<file path="src/rtl/full_ad8bit_main.sv">
// Registered WIDTH-bit adder: {Cout, Sum} = A + B + Cin, valid one clock after in_valid.
// Define FULL_AD8BIT_FLAGS_EN to add registered signed-overflow (Ovf) and zero (Zero) flags.
module full_ad8bit_main #(
  parameter int WIDTH = 8
) (
  input  logic             clk,
  input  logic             rst_n,
  input  logic             in_valid,
  input  logic [WIDTH-1:0] A,
  input  logic [WIDTH-1:0] B,
  input  logic             Cin,
  output logic [WIDTH-1:0] Sum,
  output logic             Cout,
  output logic             out_valid
`ifdef FULL_AD8BIT_FLAGS_EN
  ,
  output logic             Ovf,
  output logic             Zero
`endif
);

  // One extra bit holds the carry, so the largest result 2*(2^WIDTH-1)+1 fits exactly.
  logic [WIDTH:0] total;

  assign total = {1'b0, A} + {1'b0, B} + {{WIDTH{1'b0}}, Cin};

`ifdef FULL_AD8BIT_FLAGS_EN
  logic ovf_next;
  logic zero_next;

  // Cin contributes to the sum but not to the operand sign comparison.
  assign ovf_next  = (A[WIDTH-1] == B[WIDTH-1]) && (total[WIDTH-1] != A[WIDTH-1]);
  assign zero_next = (total[WIDTH-1:0] == '0);
`endif

  always_ff @(posedge clk) begin
    if (!rst_n) begin
      Sum       <= '0;
      Cout      <= 1'b0;
      out_valid <= 1'b0;
`ifdef FULL_AD8BIT_FLAGS_EN
      Ovf       <= 1'b0;
      Zero      <= 1'b0;
`endif
    end else begin
      out_valid <= in_valid;
      if (in_valid) begin
        Sum  <= total[WIDTH-1:0];
        Cout <= total[WIDTH];
`ifdef FULL_AD8BIT_FLAGS_EN
        Ovf  <= ovf_next;
        Zero <= zero_next;
`endif
      end
    end
  end

endmodule

</file>
<file path="config.mk">
export PLATFORM = sky130hd
export DESIGN_NAME = full_ad8bit_main
export DESIGN_NICKNAME = d
export VERILOG_FILES = /design/src/rtl/full_ad8bit_main.sv
export SDC_FILE = /design/constraint.sdc
export NUM_CORES = 1
export LEC_CHECK = 0
export CAP_MARGIN = 25
export CORE_MARGIN = 1.5
export CORE_UTILIZATION = 36
export DETAILED_ROUTE_END_ITERATION = 12
export PLACE_DENSITY = 0.73
export SLEW_MARGIN = 20
export SYNTH_ARGS = -nofsm -noshare
export SYNTH_HDL_FRONTEND = slang
export SYNTH_SLANG_ARGS = --single-unit
</file>
<file path="constraint.sdc">
create_clock -name clk -period 1.7 [get_ports clk]
set_input_delay 0.17 -clock clk [delete_from_list [all_inputs] [get_ports clk]]
set_output_delay 0.17 -clock clk [all_outputs]
set_load 0.01 [all_outputs]
</file>
==> results of run 1 <==
[cells by family after synthesis]
family | share of synthesized area
muxes | 0.06739
DFF | 0.2914
adders and majority gates | 0.1858
buffers and inverters | 0.04006
AOI/OAI and AO/OA | 0.2750
xor gates and xnor gates | 0.05100
and+or+nand+nor | 0.08925
[repair_timing]
item	in CTS	in global routing
gates resized for setup	6	0
pin swaps	5	1
buffers inserted	1	0
endpoints found under the setup margin	6	2
gates cloned	0	0
[state kept, by name, summed over array words and instances, names as in the netlist]
| register | cells |
|---|---|
| Sum | 8 |
| out_valid | 1 |
| Cout | 1 |
[through the flow]
| stage | setup TNS (ns) | hold slack [ns] | utilization | worst slack, ns |
|---|---|---|---|---|
| floorplan | 0 | 0.3283 | - | 0.03736 |
| global placement | -2.643 | 0.4640 | 0.6064 | -0.4517 |
| detailed placement | -2.813 | 0.4749 | 0.6064 | -0.4768 |
| CTS | 0 | 0.4927 | 0.6383 | 0.02474 |
| global route | -0.0001390 | 0.5107 | 0.6383 | -0.0001390 |
| finish | 0 | 0.4890 | 0.6383 | 0.05647 |
[worst paths after layout]
check | end | from | slack, ns | cells after the start
max | Sum[6]$_SDFFE_PN0P_ | Cin | 0.06 | 7
min | Sum[2]$_SDFFE_PN0P_ | Sum[2]$_SDFFE_PN0P_ | 0.49 | 1
max reg2reg | Sum[7]$_SDFFE_PN0P_ | Sum[7]$_SDFFE_PN0P_ | 0.71 | 3
min reg2reg | Sum[2]$_SDFFE_PN0P_ | Sum[2]$_SDFFE_PN0P_ | 0.49 | 1
[layout make-up]
type,count,area (um2),area share
clock buffers,4,36.28,0.03222
repair buffers,40,369.1,0.3278
flip-flops and latches,10,200.2,0.1778
multi-input cells,56,478.0,0.4244
well taps,25,31.28,0.02778
inverters,3,11.26,0.01000
[placed cells by master, fill, tap and decap left out, drive strengths merged, types with 4 or more instances in the layout]
master / Yosys / final
buf: 2 / 11
nand2: 6 / 6
dfxtp: 10 / 10
ha: 7 / 7
o21ai: 8 / 8
clkdlybuf4s50: 0 / 26
a21oi: 7 / 7
xnor2: 4 / 4
clkbuf: 0 / 4
[report_power, final]
part / switching, mW / internal (mW) / leakage [nW] / total (mW)
Combinational: 0.127 / 0.176 / 0.365 / 0.303
Clock: 0.0986 / 0.130 / 0.0210 / 0.229
Sequential: 0.0120 / 0.258 / 0.0829 / 0.270
Total: 0.238 / 0.564 / 0.469 / 0.802
[routing by layer]
layer | vias up | global-route usage | wire (um)
met1 | 324 | 0.2352 | 751
met2 | 26 | 0.3222 | 842
met3 | 3 | 0.06275 | 133
met5 | - | 0 | 0
li1 | 349 | - | -
met4 | 0 | 0.05556 | 7
==> flow_results.org, run 1 <==
** Placed design
- Summed over all nets, the half-perimeter wirelength after detailed placement is between 1000 and 1500 um.
- In this run the tool buffered the top-level ports with 29 buffer cells.
- Placed Area :: between 1000 and 1500 um2
- Including well taps, the total number of placed cells is 133.
- Routability-driven placement congestion ratio :: 0.7801

** Final layout
- Of the cells placed in the final design, the portion with a size suffix greater than 1 is 0.2301.
- Non-Filler Cell Area, Final :: 1126 um2
- Antenna diode count :: 0
- Post-route non-filler standard cell count :: 138
- # fillers :: 157
- Synth-to-layout area growth :: 63.93%
- The final layout contains ~140 nets.

** Worst setup path
- Required time at the worst-slack endpoint :: 1.90 ns
- STA classifies the critical path endpoint as a flop.
- Crit path top cell by count :: fa_2
- The critical path is of the input pin to flop type.
- On the worst path, the slowest cell contributes a delay of 0.43 ns.
- Arrival time worst endpoint :: about 1.8 ns
- Cells traversed along the worst timing path :: dlygate4sd2_1 > fa_2 > fa_2 > nand3_2 > a31oi_4 > o21a_1 > o32ai_2
- Largest delay share family, worst path :: adder cells
- Along the worst path, the maximum fanout reaches 3.
- Max stage delay cell, worst path :: fa_2
- Together, buffers and inverters on the worst path number 1.
- The worst setup path is launched from an input pin.

** Timing
- Post-layout minimum cycle time :: around 1.6 ns
- Maximum achievable frequency :: 608.4 MHz
- At the pin with the least slew margin, the transition time is 0.3458 ns.
- The number of max-slew violations in the final report came to 0.
- Worst setup skew after layout :: 0 ns
- Of the available clock period, the critical path in the final layout requires 0.9668.
- Unrepaired setup endpoints after global routing :: true
- Setup violations, final :: 0
- Endpoints failing hold :: 0
- Remaining max-slew budget at the tightest pin :: 0.7687

** Synthesis
- Synthesized cell area :: 686.9 um2
- By area the synthesized netlist is led by dfxtp_1 (29%), ha_1 (13%), fa_1 (5.8%), a21oi_1 (5.1%), xnor2_1 (5.1%).
- Count of warnings emitted by yosys :: 0
- For this run, the register share of the synthesized area comes to 0.2914.
- Synthesis produced a netlist with a net count of 100.
- Cell type with the highest aggregate area in the netlist :: dfxtp_1
- The synthesized design contains 0 enable-type register cells.
- In the synthesized netlist the dominant register cell turns out to be dfxtp_1.
- Most numerous cell types in the synthesized netlist :: dfxtp_1 (10), a21oi_1 (7), ha_1 (7), nand2_1 (6), o21ai_0 (5)
- Most frequently used cell type in the post-synthesis netlist :: dfxtp_1
- The share of synthesized area in the top cell type comes to 0.2914.
- In this run, synthesis produced a sequential element count of 10.
- Post-synthesis cell type count :: 28
- Cells after Synth :: 71
- After synthesis, the mean cell area works out to 9.675 um2.
- Of all flip-flops after synthesis, the portion carrying an async set or reset was 0.

** Die
- For this configuration, the core starts out at a cell density of 0.3894.
- Core Box Area :: 1764 um2
- The die is 46.68 um tall.
- 30 I/O pins were placed.
- Overall die area :: roughly 2200 um2
- The die is about 47 um wide.
- Num rows :: 15

** Drt
- The detailed router placed 702 vias in this run.
- The detail route stage leaves a number of antenna-violating nets equal to 0.
- 1st-pass router iterations :: 4
- Post-DR vias/cell :: 5.087
- Wires add up to roughly 1700 um.
- The detailed router finished its first iteration with 11 violations.
- Dividing the detail-routed wire length by the instance count gives 12.57 um.
- DRC violations left :: 0

** GRT
- The first global-routing pass estimated 2884 um of wire.
- Antenna violations before repair :: 0
- Global routing finished with a remaining overflow of 0.
- Largest net degree at the start of global routing :: 11
- GRT Overall Usage :: 0.1926
- Via count of the first global-routing pass :: around 660

** Clock network
- In this run the deepest clock path goes through 2 buffers.
- Number of H-tree levels :: 1
- The tree built by TritonCTS fans out to 10 sinks.
- In this run the clock root is driven by a clkbuf_4.
- Later-pin clock latency in the skew report :: 0.27 ns
- In this run, post-CTS hold repair placed 0 buffers.
- TritonCTS built the clock tree.
- Total CTS buffers :: 3
- After clock tree synthesis, the clock-pin slew on the worst setup and hold paths is 0.08 ns.

** Run status
- The run finished with clean final reports.

** Pwr
- Summed over all cells, the static leakage comes to 0.4693 nW.
- Total power :: 0.8022 mW
- VDD sags by at most 0.4014 mV.
- In this run the power density over the cells is 712.3 nW/um2.

** Job
- Max-Cap Viols :: 0

** Worst hold path
- The path class of the tightest hold or removal check is flop to flop.
Note: power is estimated with default switching activity, not from simulation.
==> run 2, diff against run 1 <==
RECOVER_POWER = 100   (was not set)
==> flow_results.org, run 2 (same netlist as run 1, synthesis figures left out) <==
** Die
- Overall die area :: 2179 um2 (unchanged)
- The total I/O pin count came to 30 (unchanged).
- Core Box Area :: 1764 um2 (unchanged)
- Die Ht :: 46.68 um (unchanged)
- Num rows :: 15 (unchanged)
- The die boundary width is 46.68 um (unchanged).
- The effective utilization at floorplan came to 0.3894 (unchanged).

** Worst setup path
- Crit path top cell by count :: fa_2
- Critical path startpoint category :: input pin
- Worst R2R Start :: Sum[7]$_SDFFE_PN0P_
- The largest stage delay on the critical path is 0.43 ns (about the same).
- The critical path arrival is 1.84 ns (about the same).
- The top fanout value on the critical path is 3 (unchanged).
- Cells traversed along the worst timing path :: dlygate4sd2_1 > fa_2 > fa_2 > nand3_2 > a31oi_4 > o21a_1 > o32ai_2
- Start-to-end type of the worst setup path :: input pin to flop
- The critical path starts at Cin.
- The data required time at the worst endpoint came to 1.90 ns (about the same).
- Max stage delay cell, worst path :: fa_2
- Setup crit end kind :: flop

** Final layout
- Synth-to-layout area growth :: 63.39%
- Number of flip-flops under the largest register name :: 8 (unchanged)
- The count of inserted antenna diode cells is 0 (unchanged).
- Largest register by flop count :: Sum
- The largest registers in the layout are Sum x8, Cout x1, out_valid x1.
- Final Core Density :: 0.6362 (-0.002128)
- Most used cells in the layout excluding fill and tap cells :: clkdlybuf4s50_1 (15), dlygate4sd3_1 (11), dfxtp_1 (10), buf_4 (10)
- Non-Filler Cell Area, Final :: 1122 um2 (-0.33%)
- Share of final-layout standard cells stronger than drive strength 1 :: 0.2212 (-0.008850)
- The number of inserted filler cells in the final layout came to 159 (+1.3%).
- Most common cell after layout, fill and taps aside :: clkdlybuf4s50_1
- Post-route non-filler standard cell count :: 138 (unchanged)
- Net count, final :: 143 (unchanged)

** Placed design
- The routability congestion estimate from global placement is 0.7801 (unchanged).
- The half-perimeter wire length of the detailed placement result was 1336 um (unchanged).
- Total instance count after detailed placement :: 133 (unchanged)
- Placed Area :: 1070 um2 (unchanged)
- Port-buffer cells :: 29 (unchanged)

** Drt
- 1st-pass router iterations :: 4 (unchanged)
- Post-DR vias/cell :: 5.029 (-1.1%)
- Average detailed-routed wire length per instance :: 12.64 um (+0.52%)
- Count of antenna-violating nets left after detailed routing :: 0 (unchanged)
- The DRC violations left is 0 (unchanged).
- DR vias :: 694 (-1.1%)
- The total length of routed wires was 1744 um (+0.52%).
- The DRC violation total after the first TritonRoute iteration was 11 (unchanged).

** Pwr
- Total power :: 0.7914 mW (-1.3%)
- The total power per unit cell area is 705.2 nW/um2 (-1.0%).
- Static leakage :: 0.4885 nW (+4.1%)
- The highest ir drop seen on vdd is 0.3989 mV (-0.63%).

** GRT
- The overall track demand over capacity in global routing was 0.1926 (unchanged).
- The number of antenna violations at the first check in global routing is 0 (unchanged).
- The first-pass GRT wire length came to 2884 um (unchanged).
- Final global-route overflow total :: 0 (unchanged)
- The pin count of the biggest net entering global routing came to 11 (unchanged).
- Via count of the first global-routing pass :: 657 (unchanged)

** Timing
- Remaining max-slew budget at the tightest pin :: 0.7613 (-0.007404)
- The worst hold margin came to 0.4856 ns (-0.003488 ns).
- Unrepaired setup endpoints after global routing :: true
- The share of the clock period used by the worst path was 0.9650 (-0.001823).
- Endpoints failing hold :: 0 (unchanged)
- The maximum operating frequency was 609.6 MHz (+0.19%).
- Setup violations, final :: 0 (unchanged)
- The number of max-slew violations in the final report came to 0 (unchanged).
- The final clock skew was 0 ns (unchanged).
- Slew at the pin closest to its max-slew limit :: 0.3568 ns (+0.01101 ns)
- The clock period minus final worst setup slack was 1.640 ns (-0.003099 ns).

** Run status
- The flow ran to the end, and the final reports show no timing, DRC or antenna violations.

** Job
- Max-Cap Viols :: 0 (unchanged)

** Worst hold path
- The worst hold path begins at Sum[2]$_SDFFE_PN0P_.
- The min-delay analysis places its worst path in the category flop to flop.

** Clock network
- The CTS sink count was 10 (unchanged).
- TritonCTS built the clock tree.
- Later-pin clock latency in the skew report :: 0.27 ns (about the same)
- The count of hold-fix buffers inserted at cts came to 0 (unchanged).
- Clock tree synthesis selected as its root buffer the cell clkbuf_4.
- Maximum buffer depth of the clock tree :: 2 (unchanged)
- Total CTS buffers :: 3 (unchanged)
- Number of H-tree levels :: 1 (unchanged)
- Clock-pin slew on the worst setup and hold paths :: 0.08 ns (about the same)
[run 2: cell types whose count changed in the layout (fill, tap and decap cells not counted), sizes merged]
cell	delta
dlygate4sd3	+11
clkdlybuf4s50	-11
clkbuf	+1
buf	-1
[run 2: layout make-up]
| type | instances | area (um2) | share of cell area |
|---|---|---|---|
| multi-input combinational | 56 | 478.0 | 0.4259 |
| timing repair buffer | 40 | 365.4 | 0.3255 |
| sequential | 10 | 200.2 | 0.1784 |
| clock buffer | 4 | 36.28 | 0.03233 |
| tap | 25 | 31.28 | 0.02787 |
| inverter | 3 | 11.26 | 0.01003 |
[run 2: path summary, 6_finish.rpt]
path                                       endpoint  slack (ns)  cells after the start
worst min register to register  Sum[2]$_SDFFE_PN0P_        0.49                      1
worst max-delay path            Sum[6]$_SDFFE_PN0P_        0.06                      7
worst max register to register  Sum[7]$_SDFFE_PN0P_        0.72                      3
worst min-delay path            Sum[2]$_SDFFE_PN0P_        0.49                      1
[run 2: report_power, final]
group	leakage, nW	switching [mW]	total (mW)	internal [mW]
combinational	0.385	0.127	0.292	0.165
clock	0.0210	0.0996	0.230	0.130
sequential	0.0829	0.0110	0.269	0.258
[run 2: worst max-delay path, delay by kind of cell]
family / cells / cell delay, ns
adder cells (fa/ha/maj): 2 / 0.82
AO/OA/AOI/OAI: 3 / 0.50
buffers and inverters: 1 / 0.25
AND/OR/NAND/NOR: 1 / 0.11
[run 2: stage by stage]
step / TNS (ns) / setup WS [ns]
final: 0 / 0.05957
after global routing: -0.0001386 / -0.0001386
after CTS: 0 / 0.02474
after detailed placement: -2.813 / -0.4768
after global placement: -2.643 / -0.4517
after floorplan: 0 / 0.03736
[run 2: timing repair]
item | in CTS | in global routing
pin swaps | 5 | 1
gates resized for setup | 6 | 0
cloned | 0 | 0
setup buffers | 1 | 0
endpoints found under the setup margin | 6 | 2
[run 2: routing by layer]
layer / vias to the layer above / share of wire / track usage
li1: 347 / - / -
met1: 321 / 0.44 / 0.2352
met2: 23 / 0.49 / 0.3222
met3: 3 / 0.069 / 0.06275
met4: 0 / 0.0040 / 0.05556
met5: - / 0 / 0
==> run 3, diff against run 2 <==
clock period = 1.4 ns   (was 1.7 ns; I/O delays follow)
==> flow_results.org, run 3 (same netlist as run 1, synthesis figures left out) <==
** GRT
- Via count of the first global-routing pass :: 695 (+5.8%)
- The first-pass GRT wire length came to 2960 um (+2.6%).
- Antenna violations before repair :: 0 (unchanged)
- The pin count of the biggest net entering global routing was 8 (-3).
- Final global-route overflow total :: 0 (unchanged)
- The overall track demand over capacity in global routing came to 0.1959 (+0.003214).

** Worst setup path
- The data required time at the worst endpoint came to 1.55 ns (-0.35 ns).
- The buffer and inverter count on the worst path is 2 (+1).
- Arrival time worst endpoint :: 1.59 ns (-0.25 ns)
- Setup crit end kind :: flop
- Max stage delay cell, worst path :: fa_2
- Cells traversed along the worst timing path :: buf_6 > fa_2 > buf_6 > a211oi_4 > nor2_4 > a41oi_2 > mux2_4
- Reg-to-reg setup timing slack :: 0.28 ns (-0.44 ns)
- R2r worst-path depth :: 3 (unchanged)
- Start-to-end type of the worst setup path :: input pin to flop
- Capture instance of the worst register-to-register path :: Sum[5]$_SDFFE_PN0P_
- Crit path top cell by count :: buf_6
- Max FO, Critical Path :: 3 (unchanged)
- Critical path startpoint category :: input pin
- Largest incremental delay on the critical path :: 0.40 ns (-0.03 ns)
- Largest delay share family, worst path :: compound AO/OA/AOI/OAI gates
- The worst register-to-register path begins at Sum[5]$_SDFFE_PN0P_.

** Worst hold path
- For hold timing, the worst endpoint is Sum[0]$_SDFFE_PN0P_.
- The worst hold path begins at Cin.
- Type of the most critical hold path :: input pin to flop
- The cell count of the worst hold path came to 4 (+3).

** Drt
- DR vias :: 749 (+7.9%)
- The total length of routed wires came to 1939 um (+11%).
- The remaining number of nets flagged by the antenna check after routing came to 0 (unchanged).
- The DRC violations left is 0 (unchanged).
- Post-DR vias/cell :: 5.095 (+1.3%)
- Average detailed-routed wire length per instance :: 13.19 um (+4.4%)
- The DRC violation total after the first TritonRoute iteration is 6 (-5).
- The detailed-router iteration count before antenna repair is 4 (unchanged).

** Timing
- Remaining max-slew budget at the tightest pin :: 0.7763 (+0.01499)
- Maximum achievable frequency :: 693.9 MHz
- The number of failing hold endpoints at the final stage came to 0 (unchanged).
- Post-layout minimum cycle time :: 1.441 ns
- The final clock skew is 0 ns (unchanged).
- The count of final setup violators was 2 (+2).
- The slew at the pin closest to its max-slew limit came to 0.3320 ns (-0.02482 ns).
- Setup repair after global routing could not meet its margin everywhere.
- Max-slew violations :: 0 (unchanged)
- Final setup slack of the worst path :: -0.04109 ns (-0.1007 ns)
- Of the available clock period, the critical path in the final layout requires 1.029.

** Die
- The height of the die was 46.68 um (unchanged).
- Num rows :: 15 (unchanged)
- Core Box Area :: 1764 um2 (unchanged)
- Effective utilization at floorplan :: 0.3894 (unchanged)
- Top-level port count :: 30 (unchanged)
- The area enclosed by the die boundary came to 2179 um2 (unchanged).
- The die boundary width is 46.68 um (unchanged).

** Placed design
- Port-buffer cells :: 29 (unchanged)
- Placed Area :: 1130 um2 (+5.6%)
- Worst setup timing slack at the placement stage :: -0.6753 ns (-0.1984 ns)
- The cell count after placement came to 140 (+5.3%).
- HPWL after detailed placement :: 1427 um (+6.8%)
- The routability congestion estimate from global placement was 0.7560 (-3.1%).

** Clock network
- The clock-pin slew of the registers on the worst-case setup and hold paths came to 0.06 ns (-0.02 ns).
- CTS root buf :: clkbuf_4
- Number of buffers inserted for hold repair after clock tree synthesis :: 0 (unchanged)
- Number of H-tree levels :: 1 (unchanged)
- The insertion delay of the later-clocked pin in the worst-skew pair is 0.26 ns (about the same).
- TritonCTS clock tree :: yes
- The CTS sink count is 10 (unchanged).
- The worst-case clock buffer depth came to 2 (unchanged).
- The CTS buffer count came to 3 (unchanged).

** Pwr
- Fraction of power spent switching nets :: 0.3030 (+0.002289)
- Total power :: 0.9767 mW (+23%)
- The portion of total power attributed to combinational logic was 0.467 (+0.098).
- The net load switching power came to 0.2959 mW (+24%).
- Clock Power Share :: 0.196 (-0.094)
- Worst supply voltage drop on vdd :: 0.3740 mV (-6.2%)
- Static leakage :: 0.5830 nW (+19%)
- Share of total power in sequential cells :: 0.337 (-0.003)
- The total internal power is 0.6807 mW (+23%).
- Power Dens Cells :: 747.0 nW/um2 (+5.9%)

** Run status
- The run finished, with violations left.
- The final reports fail on setup timing.

** Final layout
- Most common cell after layout, fill and taps aside :: buf_4
- The share of the core filled with cells was 0.7411 (+0.1050).
- Relative to the synthesized area, the layout overhead comes to 90.35%.
- The largest registers in the layout are Sum x8, Cout x1, out_valid x1.
- Most used cells in the layout excluding fill and tap cells :: buf_4 (19), clkdlybuf4s50_1 (15), dfxtp_1 (10)
- Antenna diode count :: 0 (unchanged)
- The number of flip-flops in the largest register is 8 (unchanged).
- The count of nets after finishing is 153 (+7.0%).
- Post-route non-filler standard cell count :: 147 (+6.5%)
- More flip-flops sit in one register than any other, and that register is Sum.
- Share of final-layout standard cells stronger than drive strength 1 :: 0.3770 (+0.1558)
- The design area was 1308 um2 (+16%).

** Job
- The max-cap check violation count came to 0 (unchanged).
==> run 3: changes by cell type in the layout (fill, tap and decap cells not counted), sizes merged <==
cell,previous run,this run
dlygate4sd3,11,3
dlymetal6s2s,0,5
clkbuf,5,4
buf,10,23
==> run 3: timing repair <==
action                                  4_1_cts  5_1_grt
pin swaps                                    12        5
buffers inserted                              3        1
endpoints found under the setup margin        8        5
gates resized for setup                      25       15
==> run 3: how the worst max path moves through the flow <==
stage                     endpoint  startpoint  cells past startpoint
6_report       Sum[7]$_SDFFE_PN0P_        A[0]                      7
4_1_cts        Sum[6]$_SDFFE_PN0P_         Cin                      7
5_1_grt        Sum[7]$_SDFFE_PN0P_        A[0]                      7
3_5_place_dp   Sum[6]$_SDFFE_PN0P_        A[0]                      7
2_1_floorplan  Sum[6]$_SDFFE_PN0P_        A[0]                      6
3_3_place_gp   Sum[6]$_SDFFE_PN0P_        A[0]                      7
==> run 3: worst reg2reg max path: cells and delay by family (launching register included) <==
family,cells,cell delay (ns)
AOI/OAI and AO/OA,2,0.41
muxes,1,0.28
DFF,1,0.32
==> run 3: area by class of cell <==
type | count | area (um2)
Multi-Input combinational cell | 56 | 581.8
Fill cell | 129 | 456.7
Clock buffer | 3 | 22.52
Sequential cell | 10 | 200.2
Tap cell | 25 | 31.28
Inverter | 3 | 11.26
Timing Repair Buffer | 50 | 460.4
==> run 3: stage by stage <==
stage / hold WS (ns) / setup TNS (ns)
2_1_floorplan: 0.2983 / -0.2684
3_3_place_gp: 0.4597 / -4.095
3_5_place_dp: 0.4826 / -4.408
4_1_cts: 0.3339 / -0.1148
5_1_grt: 0.3754 / -0.2817
6_report: 0.3199 / -0.06349
==> run 3: power groups by stage <==
stage	sequential [mW]	clock [mW]	combinational, mW
global placement	0.333	0	0.370
detailed placement	0.335	0	0.378
finish	0.330	0.191	0.456
global route	0.331	0.213	0.494
floorplan	0.347	0	0.174
CTS	0.329	0.199	0.417
==> run 3: per-layer routing <==
metal	GRT usage	share of wire	vias up
met1	0.2277	0.43	356
met3	0.04314	0.034	2
met5	0	0	-
met2	0.3333	0.52	22
met4	0.1000	0.013	0
li1	-	-	369
